### config.mk
export PLATFORM = sky130hd
export DESIGN_NAME = mac_accumulator_signed
export DESIGN_NICKNAME = d
export VERILOG_FILES = /design/src/rtl/mac_pkg.sv /design/src/rtl/sat_add_signed.sv /design/src/rtl/mac_accumulator_signed.sv
export SDC_FILE = /design/constraint.sdc
export NUM_CORES = 1
export LEC_CHECK = 0
export ABC_AREA = 0
export CAP_MARGIN = 20
export CORE_ASPECT_RATIO = 1.5
export CORE_UTILIZATION = 57
export CTS_BUF_LIST = sky130_fd_sc_hd__clkbuf_16
export DETAILED_ROUTE_END_ITERATION = 10
export PLACE_DENSITY = 0.83
export SETUP_SLACK_MARGIN = 0.1
export SLEW_MARGIN = 15
export SYNTH_ARGS = -nofsm -noshare
export SYNTH_HDL_FRONTEND = slang
export SYNTH_SLANG_ARGS = --single-unit
### constraint.sdc
create_clock -name clk -period 5 [get_ports clk]
set_input_delay 1 -clock clk [delete_from_list [all_inputs] [get_ports clk]]
set_output_delay 1 -clock clk [all_outputs]
set_load 0.01 [all_outputs]
### src/rtl/mac_pkg.sv
// mac_pkg: shared state type and default parameters for the signed MAC accumulator
package mac_pkg;
    typedef enum logic {ACCUM, HOLD} state_t;
    localparam int N_DEF     = 4;
    localparam int GUARD_DEF = 4;
    localparam int BATCH_DEF = 4;
endpackage

### src/rtl/sat_add_signed.sv
// sat_add_signed: signed adder, clamping on overflow when MAC_ACCUMULATOR_SAT_EN is defined, wrapping otherwise
module sat_add_signed #(
    parameter int ACC_W = 12
) (
    input  logic signed [ACC_W-1:0] a,
    input  logic signed [ACC_W-1:0] b,
    output logic signed [ACC_W-1:0] sum,
    output logic                    ovf
);
    logic signed [ACC_W-1:0] raw;
`ifdef MAC_ACCUMULATOR_SAT_EN
    logic ov;
    // overflow only when both operands share a sign the result does not
    always_comb begin
        raw = a + b;
        ov  = (a[ACC_W-1] == b[ACC_W-1]) && (raw[ACC_W-1] != a[ACC_W-1]);
        sum = ov ? (a[ACC_W-1] ? {1'b1, {(ACC_W-1){1'b0}}} : {1'b0, {(ACC_W-1){1'b1}}}) : raw;
        ovf = ov;
    end
`else
    // plain two's-complement wrap, never flags saturation
    always_comb begin
        raw = a + b;
        sum = raw;
        ovf = 1'b0;
    end
`endif
endmodule

### src/rtl/mac_accumulator_signed.sv
// mac_accumulator_signed: sums BATCH rising-edge products and holds the result until consumed (saturation via MAC_ACCUMULATOR_SAT_EN)
module mac_accumulator_signed
    import mac_pkg::*;
#(
    parameter int n     = N_DEF,
    parameter int GUARD = GUARD_DEF,
    parameter int BATCH = BATCH_DEF
) (
    input  logic                        clk,
    input  logic                        rst,
    input  logic                        in_valid,
    input  logic signed [2*n-1:0]       in_product,
    output logic                        in_ready,
    input  logic                        clear,
    output logic                        out_valid,
    input  logic                        out_ready,
    output logic signed [2*n+GUARD-1:0] out_acc,
    output logic                        out_sat,
    output logic                        drop_err
);
    localparam int ACC_W = 2*n+GUARD;
    localparam int CNT_W = $clog2(BATCH+1);

    state_t                  state, state_nx;
    logic signed [ACC_W-1:0] acc, acc_nx, base_acc, prod_ext, add_sum;
    logic [CNT_W-1:0]        cnt, cnt_nx, base_cnt;
    logic                    sat, sat_nx, base_sat, drop, drop_nx, add_ovf;
    logic                    prev_valid, rise, handoff, take;

    assign rise     = in_valid && !prev_valid;
    assign prod_ext = ACC_W'(in_product);

    sat_add_signed #(.ACC_W(ACC_W)) u_add (
        .a  (base_acc),
        .b  (prod_ext),
        .sum(add_sum),
        .ovf(add_ovf)
    );

    // next-state: a handoff restarts from zero so a coincident edge opens the next batch
    always_comb begin
        handoff  = (state == HOLD) && out_ready;
        take     = rise && ((state == ACCUM) || handoff);
        base_acc = handoff ? '0 : acc;
        base_cnt = handoff ? '0 : cnt;
        base_sat = handoff ? 1'b0 : sat;
        acc_nx   = take ? add_sum : base_acc;
        cnt_nx   = take ? base_cnt + CNT_W'(1) : base_cnt;
        sat_nx   = take ? (base_sat | add_ovf) : base_sat;
        state_nx = (take && cnt_nx == CNT_W'(BATCH)) ? HOLD : (handoff ? ACCUM : state);
        drop_nx  = drop | (rise && (state == HOLD) && !out_ready);
        if (clear) begin
            acc_nx   = '0;
            cnt_nx   = '0;
            sat_nx   = 1'b0;
            drop_nx  = 1'b0;
            state_nx = ACCUM;
        end
    end

    // state and datapath registers; edge history tracks in_valid even during clear
    always_ff @(posedge clk or posedge rst) begin
        if (rst) begin
            state      <= ACCUM;
            acc        <= '0;
            cnt        <= '0;
            sat        <= 1'b0;
            drop       <= 1'b0;
            prev_valid <= 1'b0;
        end else begin
            state      <= state_nx;
            acc        <= acc_nx;
            cnt        <= cnt_nx;
            sat        <= sat_nx;
            drop       <= drop_nx;
            prev_valid <= in_valid;
        end
    end

    assign in_ready  = (state == ACCUM);
    assign out_valid = (state == HOLD);
    assign out_acc   = acc;
    assign out_sat   = sat;
    assign drop_err  = drop;
endmodule

# Word-level counts from Yosys, hierarchy flattened
# Index checks and enable logic that the tools add are counted.
# totals
wordCells,33
output_inout_bits,16
in_bits,13
regBits,19
# classes
muxes,11
n_addsub,2
reduce_logical,11
bitwise,2
eq_ne,1
# ops
operator,count
12-bit 2-to-1 mux,3
12-bit by 8-bit adder with 12-bit output,1
3-bit 2-to-1 mux,3
1-bit logical AND,6
1-bit 2-to-1 mux,5
"3-bit by 1-bit adder with 3-bit output, second input constant",1
"3-bit == test, second input constant",1
3-bit nonzero test,1
1-bit logical NOT,2
2-bit nonzero test,1
1-bit logical OR,1
1-bit inverter,1
1-bit OR,1

# Logic depth before layout (Yosys ltp)
# Gate-level depths: netlist of the first run.
# depth
depth_word,8
mapped_depth,15
ltp_nobuf,13

# Modules after synthesis
# A second synthesis of the first run with hierarchy kept.
# unflattened
cells_unflattened,167
area_unflattened_um2,1497.7
# modules_own_cells
module,instances,area_per_inst_um2,cells_per_inst,seq_area_each_um2
mac_accumulator_signed,1,983.4,106,475.5
sat_add_signed,1,514.2,61,0.0

# Least setup slack after synthesis of the first run
# No wires, ideal clock.
# synth_timing
path_kind,input port to flip-flop
start,input out_ready
end,register acc[11] (netlist: out_acc[11])
setup_ns,0.078
cell_stages,12
slack_ns,1.176
n_path_buf,2
required_ns,4.922
t_arrival_ns,3.746
path_cell_list,nand2_2 clkbuf_1 clkbuf_1 and2_1 ha_1 a21o_1 maj3_1 a32o_2 a221oi_2 nor2_1 or4_1 a21oi_1
# synth_between
elab_chain_len,5
word_cells_on_any_way,7
classes_between,add/sub (1); mux (3); reduce/logical (3)
# synth_lines
item,line_no,text
from (decl),mac_accumulator_signed.sv:16,"input logic out_ready,"
1-bit logical AND *,mac_accumulator_signed.sv:42,handoff = (state == HOLD) && out_ready;
12-bit 2-to-1 mux or 1-bit logical OR (tied branches),"mac_accumulator_signed.sv:44, mac_accumulator_signed.sv:43",
12-bit by 8-bit adder with 12-bit output or 1-bit logical AND (tied branches),"sat_add_signed.sv:23, mac_accumulator_signed.sv:43",
12-bit 2-to-1 mux *,mac_accumulator_signed.sv:47,acc_nx = take ? add_sum : base_acc;
12-bit 2-to-1 mux *,mac_accumulator_signed.sv:52,if (clear) begin
via acc_nx[11],mac_accumulator_signed.sv:25,"logic signed [ACC_W-1:0] acc, acc_nx, base_acc, prod_ext, add_sum;"
to (signal assigned),mac_accumulator_signed.sv:72,acc <= acc_nx;
to (decl),mac_accumulator_signed.sv:25,
# Mark *: on every way through the listed nets, which the timed path passes. The rest lies on a longest branch.
# A chain may end at the register's enable or synchronous reset.

# Worst setup path in the final report of the first run
# Ends and elaborated chain as after synthesis.

==> results of run 1 <==
worst paths after layout:
check	start	end	slack, ps	cells after the start
max	out_ready	out_acc[11]$_DFF_PP0_	740	11
min	drop_err$_DFF_PP0_	drop_err$_DFF_PP0_	520	2
max reg2reg	out_valid$_DFFE_PP0P_	out_acc[11]$_DFF_PP0_	1580	10
min reg2reg	drop_err$_DFF_PP0_	drop_err$_DFF_PP0_	520	2
max in group asynchronous	rst	out_acc[5]$_DFF_PP0_	3360	2
min in group asynchronous	rst	out_acc[8]$_DFF_PP0_	1170	2
layer usage:
layer,vias up,wire length [um],global-route usage [%]
met2,77,2340,53.0
met4,0,159,18.9
met1,744,1620,37.2
met3,15,233,4.01
li1,760,-,-
met5,-,0,0
power by group:
group / total [mW] / internal (mW) / leakage [nW] / switching (mW)
Sequential: 0.167 / 0.154 / 0.244 / 0.0129
Clock: 0.165 / 0.106 / 0.0370 / 0.0591
Combinational: 0.128 / 0.0603 / 0.543 / 0.0680
Total: 0.460 / 0.320 / 0.824 / 0.140
registers in the layout (all words and copies together), names as in the netlist:
register	flops
out_acc	12
cnt	3
out_valid	1
prev_valid	1
drop_err	1
cells by family after synthesis:
group,synth area share [%]
other cells,0.232
flops,27.8
fa+ha+maj,7.73
xor+xnor,9.20
simple gates,23.4
compound gates,24.1
buf+inv,7.50
cells in the mapped netlist, types with 5 or more instances:
cell type   n
xor2_1      5
and2_1      9
xnor2_1    12
a31oi_1     9
clkbuf_1    8
a21oi_1    15
nor2_1     20
inv_1      10
ha_1        6
o21ai_0     6
nand2_1    22
dfrtp_1    18
final cells by class:
| class | count | share of cell area [%] |
|---|---|---|
| Sequential cell | 18 | 23.2 |
| Timing Repair Buffer | 29 | 14.7 |
| Tap cell | 37 | 2.38 |
| Clock buffer | 3 | 3.86 |
| Multi-Input combinational cell | 158 | 53.8 |
| Inverter | 11 | 2.12 |
worst max-delay path, stage by stage:
cell             delay, ps
clkdlybuf4s50_1        560
nand2_2                310
and2_1                 310
ha_1                   290
a21o_1                 180
maj3_1                 440
a32o_2                 320
a221oi_2               280
nor2_1                  90
or4_1                  420
a21oi_1                200
==> impl_metrics.env, run 1 <==
export IMPL_status="finished clean"
export IMPL_cts_max_level=1
export IMPL_finalWirelength_mm=4.35
export IMPL_start_util_pct=60.4
export IMPL_synth_area_leader_cell="dfrtp_1"
export IMPL_cp_data_required_time_ps=5150
export IMPL_cts_resized=0
export IMPL_dieArea_mm2=0.00306
export IMPL_grt_total_usage_pct=31.6
export IMPL_worstMarginPinSlew_ps=743
export IMPL_post_cts_setup_buffer_count=0
export IMPL_regArea_um2=450
export IMPL_slew_headroom_pct=50.4
export IMPL_grt_pass1_vias=1561
export IMPL_root_buffer="clkbuf_16"
export IMPL_layout_common_cells="clkdlybuf4s50_1, nand2_1, nor2_1"
export IMPL_design_area_mm2=0.00194
export IMPL_cts_tree="built"
export IMPL_post_dp_cell_area_mm2=0.00187
export IMPL_synth_edf_count=0
export IMPL_gp_congestion=0.960
export IMPL_diodes=0
export IMPL_drive_above_1_share_pct=5.48
export IMPL_area_growth_pct=20.2
export IMPL_post_drt_via_cell_ratio=6.23
export IMPL_cts_sinks=18
export IMPL_yosys_top_cells_area="dfrtp_1, xnor2_1, nand2_1"
export IMPL_rows=23
export IMPL_synth_top_area_share_pct=27.8
export IMPL_cts_buffer_depth=2
export IMPL_clk_latency_ps=250
export IMPL_hold_class="reg -> reg"
export IMPL_antenna_found_initial=0
export IMPL_yosysSeqAreaShare_pct=27.8
export IMPL_grt_overflow=0
export IMPL_multiInputGateArea_mm2=0.00105
export IMPL_core_mm2=0.00268
export IMPL_cts_hold_buf=0
export IMPL_io_pin_count=29
export IMPL_skew_ps=1.30
export IMPL_yosysUniqueCellTypes=52
export IMPL_slew_violations=0
export IMPL_ys_seq_elements=18
export IMPL_final_setup_tns_ps=0
export IMPL_cts_buffers=3
export IMPL_worstSetupStartpointType="primary input"
export IMPL_post_route_period_util_pct=85.2
export IMPL_cts_clk_slew_worst_paths_ps=50
export IMPL_fp_dieW_um=45.5
export IMPL_holdWs_ps=517
export IMPL_cp_arrival_ps=4420
export IMPL_p_total_mw=0.460
export IMPL_path_max_fanout=27
export IMPL_async_flop_share_pct=100
export IMPL_layout_setup_ws_ps=738
export IMPL_die_h_um=67.3
export IMPL_p_per_area_mw_per_mm2=236
export IMPL_io_buffers=27
export IMPL_fin_crit_ps=4260
export IMPL_drc=0
export IMPL_max_clock_freq_ghz=0.235
export IMPL_maxCapViolCount=0
export IMPL_dp_hpwl_mm=3.03
export IMPL_finalHoldViolations=0
export IMPL_antenna_left=0
export IMPL_synth_area_mm2=0.00162
export IMPL_synth_ff_type="dfrtp_1"
export IMPL_syn_inst=203
export IMPL_nFillCells=205
export IMPL_grt_max_degree=28
export IMPL_yosys_warnings=0
export IMPL_nets=241
export IMPL_syn_nets=223
export IMPL_routed_via_count=1596
export IMPL_pre_cts_ws_ps=577
export IMPL_postSynthAreaPerCell_um2=7.97
export IMPL_post_drt_wl_per_cell_um=17.0
export IMPL_path_class="in -> reg"
export IMPL_drt_iter0_drc=80
export IMPL_p_leak_nw=0.824
export IMPL_rsz0062_at_grt="false"
export IMPL_layout_commonest_cell="clkdlybuf4s50_1"
export IMPL_ir_drop_mv=0.277
export IMPL_dr_pass1_iters=4
export IMPL_grt_pass1_wl_mm=6.95
export IMPL_worstSetupEndpointType="flop"
export IMPL_utilization_pct=72.7
export IMPL_setup_viol=0
export IMPL_place_inst=253
export IMPL_fin_cells=256
Note: power is estimated with default switching activity, not from simulation.
==> run 2, diff against run 1 <==
--- a/config.mk
+++ b/config.mk
@@ -8,6 +8,7 @@
 export ABC_AREA = 0
 export CAP_MARGIN = 20
 export CORE_ASPECT_RATIO = 1.5
+export CORE_MARGIN = 5
 export CORE_UTILIZATION = 57
 export CTS_BUF_LIST = sky130_fd_sc_hd__clkbuf_16
 export DETAILED_ROUTE_END_ITERATION = 10
==> impl_metrics.env, run 2 (synthesis results as in run 1) <==
export IMPL_status="finished clean"
export IMPL_root_buffer="clkbuf_16"
export IMPL_cts_tree="built"
export IMPL_slew_violations=0
export IMPL_post_route_period_util_pct=75.2
export IMPL_drive_above_1_share_pct=5.88
export IMPL_min_from="drop_err$_DFF_PP0_"
export IMPL_met1_length_mm=1.73
export IMPL_fin_cells=258
export IMPL_rows=23
export IMPL_cts_buffers=3
export IMPL_dp_hpwl_mm=2.86
export IMPL_die_h_um=75.3
export IMPL_drt_iter0_drc=77
export IMPL_ir_drop_mv=0.185
export IMPL_clk_latency_ps=250
export IMPL_layout_common_cells="clkdlybuf4s50_1, nand2_1, nor2_1"
export IMPL_setup_viol=0
export IMPL_fp_dieW_um=53.5
export IMPL_io_buffers=27
export IMPL_finalHoldViolations=0
export IMPL_diodes=0
export IMPL_wl_met3_um=194
export IMPL_antenna_left=0
export IMPL_worstSetupStartpointType="primary input"
export IMPL_rsz0062_at_grt="false"
export IMPL_worstSetupEndpointType="flop"
export IMPL_grt_pass1_vias=1551
export IMPL_cp_data_required_time_ps=5170
export IMPL_antenna_found_initial=0
export IMPL_path_max_fanout=5
export IMPL_path_class="in -> reg"
export IMPL_timing_rr_start="out_valid$_DFFE_PP0P_"
export IMPL_hold_class="reg -> reg"
export IMPL_nets=242
export IMPL_io_pin_count=29
export IMPL_max_clock_freq_ghz=0.266
export IMPL_cts_clk_slew_worst_paths_ps=60
export IMPL_post_drt_wl_per_cell_um=15.9
export IMPL_grt_max_degree=26
export IMPL_largest_reg_flops=12
export IMPL_cts_sinks=18
export IMPL_area_growth_pct=20.9
export IMPL_post_drt_via_cell_ratio=5.97
export IMPL_grt_overflow=0
export IMPL_grt_total_usage_pct=23.3
export IMPL_p_leak_nw=0.830
export IMPL_cp_top_family="compound AO/OA/AOI/OAI gates"
export IMPL_cp_cell_sequence="clkdlybuf4s50_1, nand2_2, and2_1, ha_1, a21o_1, maj3_1, a32o_2, a221oi_2, nor2_1, or4_1, a21oi_1"
export IMPL_routed_via_count=1539
export IMPL_cp_arrival_ps=3930
export IMPL_drc=0
export IMPL_fin_crit_ps=3760
export IMPL_topRoutingLayerUsed="met4"
export IMPL_cts_hold_buf=0
export IMPL_core_mm2=0.00271
export IMPL_post_cts_setup_buffer_count=0
export IMPL_final_setup_tns_ps=0
export IMPL_slew_headroom_pct=52.5
export IMPL_cts_max_level=1
export IMPL_grt_pass1_wl_mm=7.12
export IMPL_start_util_pct=59.8
export IMPL_dr_pass1_iters=4
export IMPL_finalWirelength_mm=4.10
export IMPL_critPathSlowestCell="clkdlybuf4s50_1"
export IMPL_worstMarginPinSlew_ps=710
export IMPL_cts_buffer_depth=2
export IMPL_gp_congestion=0.922
export IMPL_layout_commonest_cell="clkdlybuf4s50_1"
export IMPL_dr_wl_met2_mm=2.09
export IMPL_cts_resized=0
export IMPL_skew_ps=2.48
export IMPL_place_inst=253
export IMPL_crit_start="out_ready"
export IMPL_p_per_area_mw_per_mm2=234
export IMPL_cp_num_buf_inv=1
export IMPL_dieArea_mm2=0.00403
export IMPL_crit_path_max_incr_delay_ps=540
export IMPL_maxCapViolCount=0
[run 2: changes by cell type in the layout (fill, tap and decap cells not counted)]
cell / previous run / this run
clkinv_1: 0 / 1
buf_4: 2 / 3
[run 2: report_power, final]
group / internal [mW] / switching [mW]
sequential: 0.154 / 0.0131
clock: 0.107 / 0.0595
combinational: 0.0602 / 0.0652
total: 0.320 / 0.138
[run 2: stage by stage]
| step | hold WS [ps] | setup slack (ps) | instance area, um^2 | util, % | power (mW) |
|---|---|---|---|---|---|
| finish | 513 | 1240 | 1960 | 72.3 | 0.458 |
| global route | 577 | 1040 | 1960 | 72.3 | 0.483 |
| CTS | 511 | 1260 | 1950 | 72.0 | 0.458 |
| detailed placement | 495 | 1000 | 1870 | 69.1 | 0.292 |
| global placement | 491 | 1050 | 1870 | 69.1 | 0.287 |
| floorplan | 529 | 1180 | 1620 | - | 0.252 |
[run 2: path summary, 6_finish.rpt]
kind | endpoint | slack, ps | depth (start not counted)
min in group asynchronous | cnt[2]$_DFF_PP0_ | 1160 | 2
max in group asynchronous | out_acc[4]$_DFF_PP0_ | 3390 | 2
hold reg to reg | drop_err$_DFF_PP0_ | 510 | 2
hold / removal | drop_err$_DFF_PP0_ | 510 | 2
setup / recovery | out_acc[11]$_DFF_PP0_ | 1240 | 11
setup reg to reg | out_acc[11]$_DFF_PP0_ | 2090 | 10
[run 2: worst register-to-register path: cells and delay by family, from the launching register on]
family / cells / cell delay, ps
AO/OA/AOI/OAI: 4 / 920
AND/OR/NAND/NOR: 4 / 750
adder cells (fa/ha/maj): 2 / 710
flip-flops: 1 / 440
[run 2: final cells by class]
cell class / instances / area, um^2
Clock inverter: 1 / 3.75
Tap cell: 37 / 46.3
Fill cell: 226 / 749
Multi-Input combinational cell: 158 / 1050
Timing Repair Buffer: 30 / 293
Sequential cell: 18 / 450
Clock buffer: 3 / 75.1
Inverter: 11 / 41.3
[run 2: metal layers]
metal / vias to the layer above / global-route usage (%)
met5: - / 0
met4: 0 / 8.24
met3: 11 / 2.97
met2: 44 / 38.6
met1: 727 / 30.9
li1: 757 / -
